$ cat src/rtl/nn_ctrl_pkg.sv
// Shared layer-control types: sequencer state encoding and the {fp,bp} phase codes
// that the neuron array and the network controller also decode.
package nn_ctrl_pkg;

    typedef enum logic [2:0] {
        S_IDLE    = 3'd0,
        S_FSETUP  = 3'd1,
        S_FWD     = 3'd2,
        S_WAIT_BP = 3'd3,
        S_BSETUP  = 3'd4,
        S_BWD     = 3'd5,
        S_DONE    = 3'd6
    } seq_state_t;

    localparam logic [1:0] PH_FSETUP = 2'b00;
    localparam logic [1:0] PH_FWD    = 2'b10;
    localparam logic [1:0] PH_BSETUP = 2'b11;
    localparam logic [1:0] PH_BWD    = 2'b01;

    // IDLE, WAIT_BP and DONE share the fwd-setup code so neuron state holds.
    function automatic logic [1:0] phase_of(input seq_state_t s);
        logic [1:0] ph;
        ph = PH_FSETUP;
        case (s)
            S_FWD:    ph = PH_FWD;
            S_BSETUP: ph = PH_BSETUP;
            S_BWD:    ph = PH_BWD;
            default:  ph = PH_FSETUP;
        endcase
        return ph;
    endfunction

endpackage

$ cat src/rtl/nn_layer_sequencer_if.sv
// Controller <-> layer sequencer handshake and phase bus.
interface nn_layer_sequencer_if #(
    parameter int CNT_W = 16
);
    logic             start;
    logic             train;
    logic             bp_start;
    logic             fp;
    logic             bp;
    logic             ready;
    logic             busy;
    logic             y_valid;
    logic             w_valid;
    logic             done;
    logic [CNT_W-1:0] pass_cnt;

    modport master (
        output start, train, bp_start,
        input  fp, bp, ready, busy, y_valid, w_valid, done, pass_cnt
    );

    modport slave (
        input  start, train, bp_start,
        output fp, bp, ready, busy, y_valid, w_valid, done, pass_cnt
    );
endinterface

$ cat src/rtl/nn_layer_sequencer.sv
// Sequences one ReLU hidden layer through forward / backward phases: FSM, one shared
// phase down-counter and a completed-training-pass counter; every output is a flop.
module nn_layer_sequencer
    import nn_ctrl_pkg::*;
#(
    parameter int N            = 6,
    parameter int FP_CYCLES    = N / 2 + 4,
    parameter int BP_CYCLES    = N + 3,
    parameter int SETUP_CYCLES = 1,
    parameter int CNT_W        = 16
) (
    input  logic                 clk,
    input  logic                 rst_n,
    nn_layer_sequencer_if.slave  sif
);

    if (FP_CYCLES < 1) begin : g_bad_fp
        $error("FP_CYCLES must be >= 1");
    end
    if (BP_CYCLES < 1) begin : g_bad_bp
        $error("BP_CYCLES must be >= 1");
    end
    if (SETUP_CYCLES < 1) begin : g_bad_setup
        $error("SETUP_CYCLES must be >= 1");
    end

    localparam int MAXC = (FP_CYCLES > BP_CYCLES)
                        ? ((FP_CYCLES > SETUP_CYCLES) ? FP_CYCLES : SETUP_CYCLES)
                        : ((BP_CYCLES > SETUP_CYCLES) ? BP_CYCLES : SETUP_CYCLES);
    localparam int PW   = $clog2(MAXC) + 1;

    localparam logic [PW-1:0] SETUP_LD = PW'(SETUP_CYCLES - 1);
    localparam logic [PW-1:0] FP_LD    = PW'(FP_CYCLES - 1);
    localparam logic [PW-1:0] BP_LD    = PW'(BP_CYCLES - 1);

    seq_state_t       state_q, state_d;
    logic [PW-1:0]    ph_cnt_q, ph_cnt_d;
    logic             train_q, train_d;
    logic [CNT_W-1:0] pass_cnt_q, pass_cnt_d;
    logic [1:0]       phase_q, phase_d;
    logic             ready_q, ready_d;
    logic             busy_q, busy_d;
    logic             y_valid_q, y_valid_d;
    logic             w_valid_q, w_valid_d;
    logic             done_q, done_d;
    logic             ph_zero;

    assign ph_zero = (ph_cnt_q == '0);

    always_comb begin
        state_d  = state_q;
        ph_cnt_d = ph_cnt_q;
        train_d  = train_q;
        unique case (state_q)
            S_IDLE: if (sif.start) begin
                state_d  = S_FSETUP;
                ph_cnt_d = SETUP_LD;
                train_d  = sif.train;
            end
            S_FSETUP: if (ph_zero) begin
                state_d  = S_FWD;
                ph_cnt_d = FP_LD;
            end else ph_cnt_d = ph_cnt_q - PW'(1);
            S_FWD: if (ph_zero) state_d = train_q ? S_WAIT_BP : S_DONE;
                   else         ph_cnt_d = ph_cnt_q - PW'(1);
            S_WAIT_BP: if (sif.bp_start) begin
                state_d  = S_BSETUP;
                ph_cnt_d = SETUP_LD;
            end
            S_BSETUP: if (ph_zero) begin
                state_d  = S_BWD;
                ph_cnt_d = BP_LD;
            end else ph_cnt_d = ph_cnt_q - PW'(1);
            S_BWD: if (ph_zero) state_d = S_DONE;
                   else         ph_cnt_d = ph_cnt_q - PW'(1);
            S_DONE:  state_d = S_IDLE;
            default: state_d = S_IDLE;
        endcase

        // Outputs are computed from the next state so they leave flops aligned with it.
        phase_d    = phase_of(state_d);
        ready_d    = (state_d == S_IDLE);
        busy_d     = (state_d != S_IDLE);
        y_valid_d  = (state_q == S_FWD) && (state_d != S_FWD);
        w_valid_d  = (state_q == S_BWD) && (state_d == S_DONE);
        done_d     = (state_d == S_DONE);
        pass_cnt_d = w_valid_d ? pass_cnt_q + CNT_W'(1) : pass_cnt_q;
    end

    always_ff @(posedge clk or negedge rst_n) begin
        if (!rst_n) begin
            state_q    <= S_IDLE;
            ph_cnt_q   <= '0;
            train_q    <= 1'b0;
            pass_cnt_q <= '0;
            phase_q    <= PH_FSETUP;
            ready_q    <= 1'b1;
            busy_q     <= 1'b0;
            y_valid_q  <= 1'b0;
            w_valid_q  <= 1'b0;
            done_q     <= 1'b0;
        end else begin
            state_q    <= state_d;
            ph_cnt_q   <= ph_cnt_d;
            train_q    <= train_d;
            pass_cnt_q <= pass_cnt_d;
            phase_q    <= phase_d;
            ready_q    <= ready_d;
            busy_q     <= busy_d;
            y_valid_q  <= y_valid_d;
            w_valid_q  <= w_valid_d;
            done_q     <= done_d;
        end
    end

    assign sif.fp       = phase_q[1];
    assign sif.bp       = phase_q[0];
    assign sif.ready    = ready_q;
    assign sif.busy     = busy_q;
    assign sif.y_valid  = y_valid_q;
    assign sif.w_valid  = w_valid_q;
    assign sif.done     = done_q;
    assign sif.pass_cnt = pass_cnt_q;

endmodule

$ cat src/flat_wrapper.sv
// flat-port wrapper written by rule: the top's interface ports become plain ports
module nn_layer_sequencer_flat import nn_ctrl_pkg::*;
#(
    parameter int N            = 6,
    parameter int FP_CYCLES    = N / 2 + 4,
    parameter int BP_CYCLES    = N + 3,
    parameter int SETUP_CYCLES = 1,
    parameter int CNT_W        = 16
)
  (clk, rst_n, sif_start, sif_train, sif_bp_start, sif_fp, sif_bp, sif_ready, sif_busy, sif_y_valid, sif_w_valid, sif_done, sif_pass_cnt);
  nn_layer_sequencer_if #(.CNT_W(CNT_W)) sif_i ();
  input  logic clk;
  input  logic rst_n;
  input wire logic [$bits(sif_i.start)-1:0] sif_start;
  input wire logic [$bits(sif_i.train)-1:0] sif_train;
  input wire logic [$bits(sif_i.bp_start)-1:0] sif_bp_start;
  output wire logic [$bits(sif_i.fp)-1:0] sif_fp;
  output wire logic [$bits(sif_i.bp)-1:0] sif_bp;
  output wire logic [$bits(sif_i.ready)-1:0] sif_ready;
  output wire logic [$bits(sif_i.busy)-1:0] sif_busy;
  output wire logic [$bits(sif_i.y_valid)-1:0] sif_y_valid;
  output wire logic [$bits(sif_i.w_valid)-1:0] sif_w_valid;
  output wire logic [$bits(sif_i.done)-1:0] sif_done;
  output wire logic [$bits(sif_i.pass_cnt)-1:0] sif_pass_cnt;
  assign sif_i.start = sif_start;
  assign sif_i.train = sif_train;
  assign sif_i.bp_start = sif_bp_start;
  assign sif_fp = sif_i.fp;
  assign sif_bp = sif_i.bp;
  assign sif_ready = sif_i.ready;
  assign sif_busy = sif_i.busy;
  assign sif_y_valid = sif_i.y_valid;
  assign sif_w_valid = sif_i.w_valid;
  assign sif_done = sif_i.done;
  assign sif_pass_cnt = sif_i.pass_cnt;
  nn_layer_sequencer #(.N(N), .FP_CYCLES(FP_CYCLES), .BP_CYCLES(BP_CYCLES), .SETUP_CYCLES(SETUP_CYCLES), .CNT_W(CNT_W)) u_core (.clk(clk), .rst_n(rst_n), .sif(sif_i));
endmodule
$ cat config.mk
export PLATFORM = sky130hd
export DESIGN_NAME = nn_layer_sequencer_flat
export DESIGN_NICKNAME = d
export VERILOG_FILES = /design/src/rtl/nn_ctrl_pkg.sv /design/src/rtl/nn_layer_sequencer_if.sv /design/src/rtl/nn_layer_sequencer.sv /design/src/flat_wrapper.sv
export SDC_FILE = /design/constraint.sdc
export NUM_CORES = 1
export LEC_CHECK = 0
export CAP_MARGIN = 20
export CORE_UTILIZATION = 47
export DETAILED_ROUTE_END_ITERATION = 7
export GPL_TIMING_DRIVEN = 0
export HOLD_SLACK_MARGIN = 0.02
export PLACE_DENSITY = 0.75
export SYNTH_ARGS = -nofsm -noshare
export SYNTH_HDL_FRONTEND = slang
export SYNTH_SLANG_ARGS = --single-unit
$ cat constraint.sdc
create_clock -name clk -period 1.8 [get_ports clk]
set_input_delay 0.36 -clock clk [delete_from_list [all_inputs] [get_ports clk]]
set_output_delay 0.36 -clock clk [all_outputs]
set_load 0.02 [all_outputs]
==> run metrics, run 1 <==
Worst Tran Pin Value between 800 and 900 ps; GP Congestion 0.863; placed cell areas about 2000 um^2; synthesized instance count 159; clock skew 9.96 ps; Remaining Overflow, GRT 0; CTS tree done; initial antenna violation count 0; CORE AREA between 3000 and 4000 um^2; Max-Cap Viols 0; Die Wd 61.6 um; Max VDD drop around 760 uV; Post-Syn Area between 1500 and 2000 um^2; Residual DRC 0; deepest clock path buffer count 2; RSZ-0062 raised after global routing true; Slew Limit Fails 0; Final Hold Fails 0; Mapped Nets 167; CP startpoint kind flip-flop; via/cell ratio 5.43; IO Pins 28; final setup margin -155 ps; Leak 1.13 nW; worst min path class reg2reg; ratio of final minimum period to clock period 109%; row count 21; Synth top area share 46.5%; H-Tree Depth 2; worst-path cell chain inv_2 -> ha_4 -> or4b_4 -> buf_4 -> nor3_4 -> mux2_4; largest net degree at the start of global routing 19; Area Overhead vs Synth 38.2%; Max FO, Critical Path 5; status finished with violations; Fmax 512 MHz; unique cell type count in the Yosys netlist 44; starting density of the core 49.6%; die area 3790 um^2; Synth Register Bits 32; WP data arrival approximately 2200 ps; number of flops mapped to enable cells by yosys 0; Period minus WS final 1950 ps; top cell type by total area after synthesis dfrtp_1; required time of the worst setup path 2010 ps; clock-pin slew on the worst setup and hold paths 100 ps; Port Buf Inserts 27; Hold Slack approximately 480 ps; delay of the slowest critical-path stage 540 ps; fillcell total 267; GRT Total Usage 22.3%; number of global-route vias before repair 1,307; layout cells sized above 1 25.1%; critical path type reg2reg; Final Instance Area approximately 2300 um^2; CTS buffer count 5; synth top area cells dfrtp_1, xnor2_1, nand2_1, ha_1, nor2_1; failing checks setup timing; Die H between 60 and 70 um; Sink Count 32; first-pass GRT wire length 6020 um; wire length per cell 15.0 um; YS warnings 0; Clock Latency Late Sink 330 ps; Layout Nets 214; Post-synth ARST share 100%; Root Buffer Master clkbuf_4; routed via count approximately 1,400; count of final setup violators 22; final WL 3790 um; Slowest cell on crit path or4b_4; DP Wirelength 2450 um; dpl cells 233; remaining antenna violation count 0; Pwr Density 1370 nW/um^2; CP delay by family, top simple AND/OR/NAND/NOR gates; register area share after synthesis 48.1%; ys flop type dfrtp_1; syn_area_per_cell 10.5 um^2; buffer and inverter count on the worst path 2; Pre-antenna DRT Iters 4; Slew HR 43.6%; non-filler cells in the finished layout 253; DR iter-0 viols 90; crit end category flip-flop; antenna fix cells 0
## cell type report
class                   count  area [um^2]  area share (%)
plain buffers               7         48.8            2.11
repair buffers             41          417            18.1
multi-input cells         114          905            39.2
clock buffers               8         58.8            2.55
flip-flops and latches     32          802            34.8
inverters                   5         18.8           0.813
well taps                  46         57.6            2.49
## worst register-to-register path, cell delays in order, from the launching register on
cell and delay [ps]:
dfrtp_1 400, inv_2 90, ha_4 130, or4b_4 540, buf_4 180, nor3_4 170
mux2_4 330
## Yosys cell counts (4+ instances only)
library cell and number:
nand2_1 11, dfrtp_1 31, inv_1 5, nand4_1 4
o21ai_0 4, a21oi_1 7, and2_1 5, nor2_1 10
nand3_1 7, nand2b_1 4, clkbuf_1 4, and3_1 5
xnor2_1 14
## cells in the final DEF, fill, tap and decap left out, drive strengths merged, types with 3 or more instances in the layout
cell / instances
dfrtp: 31
ha: 3
and2: 5
inv: 5
clkbuf: 11
nand2: 11
nor2: 10
dlymetal6s2s: 6
xor2: 3
a31oi: 3
nand4: 4
o21ai: 4
nand2b: 4
nor3: 5
nand3: 7
xnor2: 14
buf: 18
a21oi: 7
and3: 5
clkdlybuf4s50: 20
## kinds of logic after synthesis
logic type,synth area share (%)
simple gates,23.4
flops,48.1
compound gates,11.5
xor+xnor,8.92
buf+inv,3.97
mux,1.95
fa+ha+maj,2.25
## power breakdown
part,internal [mW],switching (mW)
Sequential,0.878,0.147
Combinational,0.834,0.875
Clock,0.193,0.232
Total,1.91,1.25
## per-stage QoR
stage	util, %	TNS [ps]	power (mW)	worst slack [ps]
6_report	68.6	-1950	3.16	-155
5_1_grt	68.6	-3690	3.37	-227
4_1_cts	66.0	-1970	3.03	-173
3_5_place_dp	60.1	-2690	2.31	-188
3_3_place_gp	59.7	-8300	2.27	-210
2_1_floorplan	-	-117	1.96	-26.4
## path summary, 6_finish.rpt
check	from	end	slack [ps]	depth (start not counted)
max	u_core.ph_cnt_q[0]	u_core.sif.pass_cnt[1]	-150	6
min	u_core.sif.pass_cnt[15]	u_core.sif.pass_cnt[15]	480	1
max reg2reg	u_core.ph_cnt_q[0]	u_core.sif.pass_cnt[1]	-150	6
min reg2reg	u_core.sif.pass_cnt[15]	u_core.sif.pass_cnt[15]	480	1
max in group asynchronous	rst_n	u_core.sif.ready	620	2
min in group asynchronous	rst_n	u_core.sif.y_valid	510	1
## state kept, by name, indices dropped and copies added, names as in the netlist
register / count
u_core.ph_cnt_q: 5
u_core.phase_q: 2
u_core.sif.busy: 1
u_core.sif.done: 1
u_core.sif.pass_cnt: 16
u_core.sif.ready: 1
u_core.sif.w_valid: 1
u_core.sif.y_valid: 1
u_core.state_q: 3
u_core.train_q: 1
## metal layers
metal | track usage, % | vias to the layer above | wire [um]
met3 | 6.09 | 6 | 156
met1 | 26.2 | 671 | 1580
met4 | 10.2 | 0 | 49
met2 | 37.8 | 37 | 2010
met5 | 0 | - | 0
li1 | - | 659 | -
## repair_timing
action,in CTS,in global routing
hold buffers,0,0
pin swaps,10,17
resized for setup,13,20
setup buffers,8,4
setup endpoints to repair,25,28
gates cloned,1,0
Note: power is estimated with default switching activity, not from simulation.
==> inputs of run 2 (changes only) <==
--- a/config.mk
+++ b/config.mk
@@ -8,9 +8,9 @@
 export CAP_MARGIN = 20
 export CORE_UTILIZATION = 47
 export DETAILED_ROUTE_END_ITERATION = 7
-export GPL_TIMING_DRIVEN = 0
 export HOLD_SLACK_MARGIN = 0.02
 export PLACE_DENSITY = 0.75
+export SLEW_MARGIN = 5
 export SYNTH_ARGS = -nofsm -noshare
 export SYNTH_HDL_FRONTEND = slang
 export SYNTH_SLANG_ARGS = --single-unit
==> run metrics, run 2 (synthesized netlist as in run 1, its figures left out) <==
Slowest cell on crit path or4b_4; final setup margin -106 ps; CP startpoint kind flip-flop; Clock Latency Late Sink approximately 350 ps; dpl cells 248; required time of the worst setup path 2040 ps; commonest non-fill, non-tap cell in the layout dfrtp_1; switching share of power 39.9%; DR iter-0 viols 60; DP Wirelength about 2700 um; CP delay by family, top compound AO/OA/AOI/OAI gates; delay of the slowest critical-path stage 520 ps; clock-pin slew on the worst setup and hold paths 100 ps; WP data arrival 2150 ps; Power Total 3.21 mW; Sequential Power Share 32.8%; wire length per cell 15.3 um; Fmax 525 MHz; combinational group share of total power 53.5%; layout cells sized above 1 28.7%; Die H 61.6 um; Die Wd 61.6 um; buffer and inverter count on the worst path 1; clock skew 10.2 ps; Area Overhead vs Synth 40.6%; commonest non-fill, non-tap cells in the layout dfrtp_1, buf_4, clkdlybuf4s50_1, xnor2_1, nand2_1; number of global-route vias before repair 1,372; failing checks setup timing; CTS buffer count 5; die area 3790 um^2; pre-CTS setup slack -189 ps; Port Buf Inserts 27; count of final setup violators 16; CTS tree done; crit end category flip-flop; Max FO, Critical Path 5; GRT Total Usage 23.0%; worst min path class in2async; Root Buffer Master clkbuf_4; Worst Tran Pin Value 405 ps; antenna fix cells 0; Final Hold Fails 0; Max-Cap Viols 0; Psw roughly 1.3 mW; Remaining Overflow, GRT 0; status finished with violations; initial antenna violation count 0; deepest clock path buffer count 2; starting density of the core 49.6%; final WL 4010 um; largest net degree at the start of global routing 33; critical path type reg2reg; CORE AREA 3360 um^2; Sink Count 32; IO Pins 28; Hold Slack 408 ps; Slew Limit Fails 0; GP Congestion 0.876; Pwr Density approximately 1400 nW/um^2; routed via count 1,439; max reg flops 16; Clk network pwr share 13.7%; Pre-antenna DRT Iters 4; Slew HR between 70% and 80%; row count 21; Period minus WS final ~1900 ps; H-Tree Depth 2; ratio of final minimum period to clock period 106%; cts hold-fix bufs 0; worst-path cell chain inv_2 -> ha_4 -> or4b_4 -> a21o_1 -> a211o_1 -> a22o_1; first-pass GRT wire length 6190 um; RSZ-0062 raised after global routing true; internal power about 1.9 mW; remaining antenna violation count 0; via/cell ratio 5.49; Residual DRC 0; Layout Nets 223; Leak 1.17 nW; Max VDD drop 724 uV; non-filler cells in the finished layout 262; Layout Utilization 69.8%
## run 2: cell count changes in the layout (fill, tap and decap cells not counted), moves of 2 or more
cell and delta:
clkinv_2 +2, buf_2 -2, dfrtp_2 +2, dfrtp_1 -2, buf_4 +16, buf_8 -2
clkbuf_1 -4
## run 2: power by group through the flow
stage               Combinational [mW]  Sequential (mW)  Clock [mW]
global placement                  1.42             1.03           0
floorplan                        0.874             1.08           0
CTS                               1.58             1.03       0.446
global route                      1.87             1.08       0.479
detailed placement                1.46             1.04           0
finish                            1.72             1.05       0.442
## run 2: final timing paths
path | startpoint | endpoint | slack [ps] | cells past startpoint
setup / recovery | u_core.ph_cnt_q[1] | u_core.ph_cnt_q[2] | -110 | 6
hold / removal | rst_n | u_core.sif.pass_cnt[3] | 410 | 2
setup reg to reg | u_core.ph_cnt_q[1] | u_core.ph_cnt_q[2] | -110 | 6
hold reg to reg | u_core.sif.pass_cnt[15] | u_core.sif.pass_cnt[15] | 480 | 1
max in group asynchronous | rst_n | u_core.sif.ready | 1070 | 2
min in group clk | u_core.sif.pass_cnt[15] | u_core.sif.pass_cnt[15] | 480 | 1
## run 2: layer usage
metal / vias up / GRT usage, % / routed length (um)
met3: 12 / 6.30 / 189
met4: 0 / 9.84 / 108
met5: - / 0 / 0
li1: 678 / - / -
met1: 699 / 28.2 / 1660
met2: 50 / 37.9 / 2050
## run 2: final cells by class
cell class | instances | area [um^2]
Clock buffer | 6 | 51.3
Sequential cell | 32 | 805
Timing Repair Buffer | 56 | 504
Clock inverter | 2 | 10.0
Tap cell | 46 | 57.6
Fill cell | 268 | 1020
Inverter | 5 | 18.8
Multi-Input combinational cell | 115 | 900
## run 2: worst register-to-register path, cell delays in order, from the launching register on
cell and delay, ps:
dfrtp_1 420, inv_2 100, ha_4 140, or4b_4 520, a21o_1 210, a211o_1 260
a22o_1 170
## run 2: what timing repair did
action / CTS / global route
cloned: 1 / 0
setup buffers: 3 / 2
endpoints found under the setup margin: 21 / 29
resized for setup: 9 / 19
pin swaps: 8 / 8
## run 2: stage by stage
step | setup TNS [ps] | instance area [um^2]
4_1_cts | -317 | 2250
6_report | -898 | 2350
3_5_place_dp | -1660 | 2140
3_3_place_gp | -426 | 2140
2_1_floorplan | -117 | 1680
5_1_grt | -2230 | 2350
